### src/rtl/redundant_carry_resolver.sv
// Streams redundant 48-bit limbs (LSB first) and resolves them into canonical LIMB_BITS-wide limbs,
// rippling the carry serially and optionally emitting the final carry as one extra limb.
module redundant_carry_resolver #(
  parameter int unsigned NUM_LIMBS  = 8,
  parameter int unsigned LIMB_BITS  = 32,
  parameter int unsigned EMIT_CARRY = 1
) (
  input  logic                 clk,
  input  logic                 reset,
  input  logic                 in_valid,
  output logic                 in_ready,
  input  logic [47:0]          in_limb,
  input  logic                 in_last,
  output logic                 out_valid,
  input  logic                 out_ready,
  output logic [LIMB_BITS-1:0] out_limb,
  output logic                 out_last,
  output logic                 err_len
);

  localparam int unsigned IN_BITS    = 48;
  localparam int unsigned SUM_BITS   = IN_BITS + 1;
  localparam int unsigned CARRY_BITS = SUM_BITS - LIMB_BITS;
  localparam int unsigned K_BITS     = (NUM_LIMBS > 1) ? $clog2(NUM_LIMBS) : 1;
  localparam logic [K_BITS-1:0] K_LAST = K_BITS'(NUM_LIMBS - 1);
  localparam bit EMIT = (EMIT_CARRY != 0);

  localparam logic [0:0] S_RUN   = 1'b0;
  localparam logic [0:0] S_FLUSH = 1'b1;

  logic [0:0]            r_state;
  logic [CARRY_BITS-1:0] r_c;
  logic [K_BITS-1:0]     r_k;
  logic                  r_out_valid;
  logic [LIMB_BITS-1:0]  r_out_limb;
  logic                  r_out_last;
  logic                  r_err_len;

  logic [0:0]            w_state_nxt;
  logic [CARRY_BITS-1:0] w_c_nxt;
  logic [K_BITS-1:0]     w_k_nxt;
  logic                  w_out_valid_nxt;
  logic [LIMB_BITS-1:0]  w_out_limb_nxt;
  logic                  w_out_last_nxt;
  logic                  w_err_len_nxt;

  logic [SUM_BITS-1:0]   w_sum;
  logic [CARRY_BITS-1:0] w_c_next;
  logic [LIMB_BITS-1:0]  w_carry_limb;
  logic                  w_out_free;
  logic                  w_in_ready;
  logic                  w_accept;
  logic                  w_at_last_k;
  logic                  w_is_last;

  // Carry-save resolution of one beat; the sum always fits 49 bits.
  assign w_sum        = SUM_BITS'(in_limb) + SUM_BITS'(r_c);
  assign w_c_next     = w_sum[SUM_BITS-1:LIMB_BITS];
  assign w_carry_limb = LIMB_BITS'(r_c);

  // Output register is free when empty or being drained this cycle.
  assign w_out_free  = !r_out_valid || out_ready;
  assign w_in_ready  = !reset && (r_state == S_RUN) && w_out_free;
  assign w_accept    = in_valid && w_in_ready;
  assign w_at_last_k = (r_k == K_LAST);
  assign w_is_last   = in_last || w_at_last_k;

  // Next-state and registered-output logic.
  always_comb begin
    w_state_nxt     = r_state;
    w_c_nxt         = r_c;
    w_k_nxt         = r_k;
    w_out_valid_nxt = r_out_valid && !out_ready;
    w_out_limb_nxt  = r_out_limb;
    w_out_last_nxt  = r_out_last;
    w_err_len_nxt   = 1'b0;

    case (r_state)
      S_RUN: begin
        if (w_accept) begin
          w_out_valid_nxt = 1'b1;
          w_out_limb_nxt  = w_sum[LIMB_BITS-1:0];
          w_err_len_nxt   = in_last ^ w_at_last_k;
          if (!w_is_last) begin
            w_out_last_nxt = 1'b0;
            w_c_nxt        = w_c_next;
            w_k_nxt        = r_k + K_BITS'(1);
          end else if (EMIT) begin
            w_out_last_nxt = 1'b0;
            w_c_nxt        = w_c_next;
            w_state_nxt    = S_FLUSH;
          end else begin
            w_out_last_nxt = 1'b1;
            w_c_nxt        = '0;
            w_k_nxt        = '0;
          end
        end
      end
      S_FLUSH: begin
        if (w_out_free) begin
          w_out_valid_nxt = 1'b1;
          w_out_limb_nxt  = w_carry_limb;
          w_out_last_nxt  = 1'b1;
          w_c_nxt         = '0;
          w_k_nxt         = '0;
          w_state_nxt     = S_RUN;
        end
      end
      default: begin
        w_state_nxt = S_RUN;
      end
    endcase
  end

  // State and output registers with synchronous reset.
  always_ff @(posedge clk) begin
    if (reset) begin
      r_state     <= S_RUN;
      r_c         <= '0;
      r_k         <= '0;
      r_out_valid <= 1'b0;
      r_out_limb  <= '0;
      r_out_last  <= 1'b0;
      r_err_len   <= 1'b0;
    end else begin
      r_state     <= w_state_nxt;
      r_c         <= w_c_nxt;
      r_k         <= w_k_nxt;
      r_out_valid <= w_out_valid_nxt;
      r_out_limb  <= w_out_limb_nxt;
      r_out_last  <= w_out_last_nxt;
      r_err_len   <= w_err_len_nxt;
    end
  end

  assign in_ready  = w_in_ready;
  assign out_valid = r_out_valid;
  assign out_limb  = r_out_limb;
  assign out_last  = r_out_last;
  assign err_len   = r_err_len;

endmodule

### config.mk
export PLATFORM = sky130hd
export DESIGN_NAME = redundant_carry_resolver
export DESIGN_NICKNAME = d
export VERILOG_FILES = /design/src/rtl/redundant_carry_resolver.sv
export SDC_FILE = /design/constraint.sdc
export NUM_CORES = 1
export LEC_CHECK = 0
export BUFFER_PORTS_ARGS = -buffer_cell sky130_fd_sc_hd__buf_2
export CAP_MARGIN = 40
export CORE_UTILIZATION = 50
export CTS_BUF_LIST = sky130_fd_sc_hd__clkbuf_4 sky130_fd_sc_hd__clkbuf_8 sky130_fd_sc_hd__clkbuf_16
export DETAILED_ROUTE_END_ITERATION = 10
export PLACE_DENSITY = 0.81
export SLEW_MARGIN = 20
export SYNTH_ARGS = -nofsm -noshare
export SYNTH_HDL_FRONTEND = slang
export SYNTH_SLANG_ARGS = --single-unit
### constraint.sdc
create_clock -name clk -period 8.17 [get_ports clk]
set_input_delay 1.634 -clock clk [delete_from_list [all_inputs] [get_ports clk]]
set_output_delay 1.634 -clock clk [all_outputs]
set_load 0.01 [all_outputs]
==> impl_metrics.env <==
export IMPL_status="finished, final reports clean"
export IMPL_ys_types=60
export IMPL_clk_path_buf_depth=2
export IMPL_cts_sinks=56
export IMPL_crit_start="reset"
export IMPL_ant_nets=0
export IMPL_fp_coreArea_um2=7330
export IMPL_p_int_w=0.000485
export IMPL_synth_seq_cells=56
export IMPL_critPathMaxFanout=24
export IMPL_fin_crit_ns=3.91
export IMPL_crit_type="primary input to primary output"
export IMPL_cts_tree="done"
export IMPL_end_kind="primary output"
export IMPL_synth_main_ff_cell="dfxtp_1"
export IMPL_stdcell_count=658
export IMPL_slowest_delay_ns=0.39
export IMPL_antenna_found_initial=0
export IMPL_p_leak_nw=1.73
export IMPL_grt_max_degree=38
export IMPL_postSynthCellCount=482
export IMPL_power_w=0.000730
export IMPL_root_buffer="clkbuf_8"
export IMPL_rows=31
export IMPL_fin_crit_sh_pct=47.8
export IMPL_gr_usage_all_layers_pct=26.6
export IMPL_endpoint="in_ready"
export IMPL_worstPathArrival_ns=2.27
export IMPL_initial_core_util_pct=52.2
export IMPL_crit_buf_inv=2
export IMPL_cts_setup_buffers=0
export IMPL_fin_setup_tns_ns=0
export IMPL_nets=632
export IMPL_wl_um=10300
export IMPL_hold_viol_final=0
export IMPL_drive_gt1_share_pct=22.7
export IMPL_p_per_area_nw_per_um2=164
export IMPL_grt_first_pass_wirelength_um=16500
export IMPL_setup_violations=0
export IMPL_ios=89
export IMPL_drv_slew=0
export IMPL_placed_area_um2=4320
export IMPL_cap_violations=0
export IMPL_synth_warnings=0
export IMPL_whs_ns=0.460
export IMPL_yosysSeqAreaShare_pct=29.3
export IMPL_die_x_um=89.5
export IMPL_cpLargestDelayFamily="buffers and inverters"
export IMPL_stdcell_area_um2=4440
export IMPL_synthToLayoutAreaGrowth_pct=16.2
export IMPL_grt_ovfl_total=0
export IMPL_clk_latency_ns=0.32
export IMPL_avgRoutedWirePerCell_um=15.6
export IMPL_synth_edf_count=0
export IMPL_vias_per_cell=5.84
export IMPL_cts_resized=0
export IMPL_crit_reg2reg_launch="r_c[0]"
export IMPL_worst_slew_pin_slew_ns=0.706
export IMPL_final_common_cell="buf_2"
export IMPL_switchingPower_w=0.000244
export IMPL_reg2reg_depth=10
export IMPL_hold_class="register to register"
export IMPL_cts_buffers=5
export IMPL_vias=3842
export IMPL_cts_hold_buf=0
export IMPL_die_y_um=89.5
export IMPL_avgSynthCellArea_um2=7.93
export IMPL_dieArea_um2=8000
export IMPL_max_vdd_ir_drop_uv=81.3
export IMPL_reg2reg_to="r_c[0]"
export IMPL_grt_pass1_vias=3525
export IMPL_clk_pin_slew_ns=0.10
export IMPL_placedCellCount=649
export IMPL_synth_fp_nets=556
export IMPL_gp_congestion=0.912
export IMPL_fin_skew_ns=0.0133
export IMPL_power_share_clock_pct=26.2
export IMPL_n_antenna_cell=0
export IMPL_synth_area_um2=3820
export IMPL_io_buffers=88
export IMPL_slew_headroom_pct=52.9
export IMPL_switching_share_pct=33.5
export IMPL_start_kind="primary input"
export IMPL_slowest_stage="buf_2"
export IMPL_crit_top_cell="buf_2"
export IMPL_required_ns=6.54
export IMPL_worst_path_stages=3
export IMPL_combPwrFrac_pct=30.2
export IMPL_ff2ff_setup_slack_ns=5.38
export IMPL_synthArstFlopShare_pct=0
export IMPL_drtPass1Iterations=4
export IMPL_clock_fmax_ghz=0.256
export IMPL_seqPwrFrac_pct=43.6
export IMPL_cp_cell_sequence="buf_2 > nor3_1 > buf_2"
export IMPL_cts_htree_levels=2
export IMPL_drt_iter0_markers=197
export IMPL_hold_start="out_limb[30]"
export IMPL_hpwl_um=7840
export IMPL_drc_errors=0
export IMPL_rsz0062_at_grt="false"
export IMPL_mostFrequentLayoutCells="buf_2 (88), nand2_1 (68), dfxtp_1 (56)"
-- how the worst min path moves through the flow --
stage | endpoint | cells after the start
6_report | out_limb[30] | 2
3_3_place_gp | out_limb[24] | 2
2_1_floorplan | r_k[1] | 2
3_5_place_dp | out_limb[17] | 2
4_1_cts | out_limb[30] | 2
5_1_grt | out_limb[23] | 2
-- power groups by stage --
stage               clock, W  combinational, W  sequential (W)
floorplan                  0          0.000140        0.000328
global placement           0          0.000214        0.000323
detailed placement         0          0.000218        0.000324
CTS                 0.000195          0.000219        0.000318
global route        0.000205          0.000246        0.000321
finish              0.000191          0.000221        0.000318
-- metal layers --
layer  global-route usage (%)  vias up  routed length, um  part of all wire, %
met3                     4.80       18                669                  6.5
met1                     32.8     1793               4480                   44
met4                     7.65        0                187                  1.8
met5                        0        -                  0                    0
met2                     47.3      134               4930                   48
li1                         -     1897                  -                    -
-- state kept, by name, summed over array words and instances (netlist names) --
signal,count
r_c,17
out_last,1
err_len,1
out_valid,1
out_limb,32
r_k,3
r_state,1
-- cells in the mapped netlist, types with 8 or more instances --
| cell type | n | area, um^2 |
|---|---|---|
| nor3_1 | 15 | 75.1 |
| xnor2_1 | 35 | 307 |
| nor2_1 | 29 | 109 |
| dfxtp_1 | 56 | 1120 |
| a21oi_1 | 24 | 120 |
| o21ai_1 | 9 | 45.0 |
| nand2_1 | 68 | 255 |
| o21ai_0 | 47 | 235 |
| clkbuf_1 | 18 | 67.6 |
| inv_1 | 8 | 30.0 |
| a211oi_1 | 19 | 143 |
| ha_1 | 20 | 250 |
| nand3_1 | 23 | 115 |
-- worst min-delay path: stages, from the launching register on --
cell     delay [ns]
dfxtp_1        0.33
nand2_1        0.05
o21ai_0        0.06
-- cell families (layout without fill, tap and decap cells) --
family          Yosys count  in the layout  synth area share, %
fa+ha+maj                21             21                 7.07
xor+xnor                 42             42                 9.62
buf+inv                  34            111                 3.89
mux                       7              7                 1.83
compound gates          135            135                 23.2
simple gates            187            187                 25.1
flops                    56             56                 29.3
-- cell type report --
| cell class | count | area, um^2 |
|---|---|---|
| multi-input combinational | 392 | 2560 |
| clock buffer | 6 | 76.3 |
| tap | 99 | 124 |
| sequential | 56 | 1120 |
| timing repair buffer | 95 | 497 |
| fill | 675 | 2890 |
| clock inverter | 2 | 38.8 |
| inverter | 8 | 30.0 |
-- stage by stage --
| step | utilization (%) | worst slack (ns) |
|---|---|---|
| 2_1_floorplan | - | 4.33 |
| 3_3_place_gp | 58.9 | 3.99 |
| 3_5_place_dp | 58.9 | 4.00 |
| 4_1_cts | 60.5 | 4.26 |
| 5_1_grt | 60.6 | 4.14 |
| 6_report | 60.6 | 4.26 |
(Power assumes the default switching activity.)
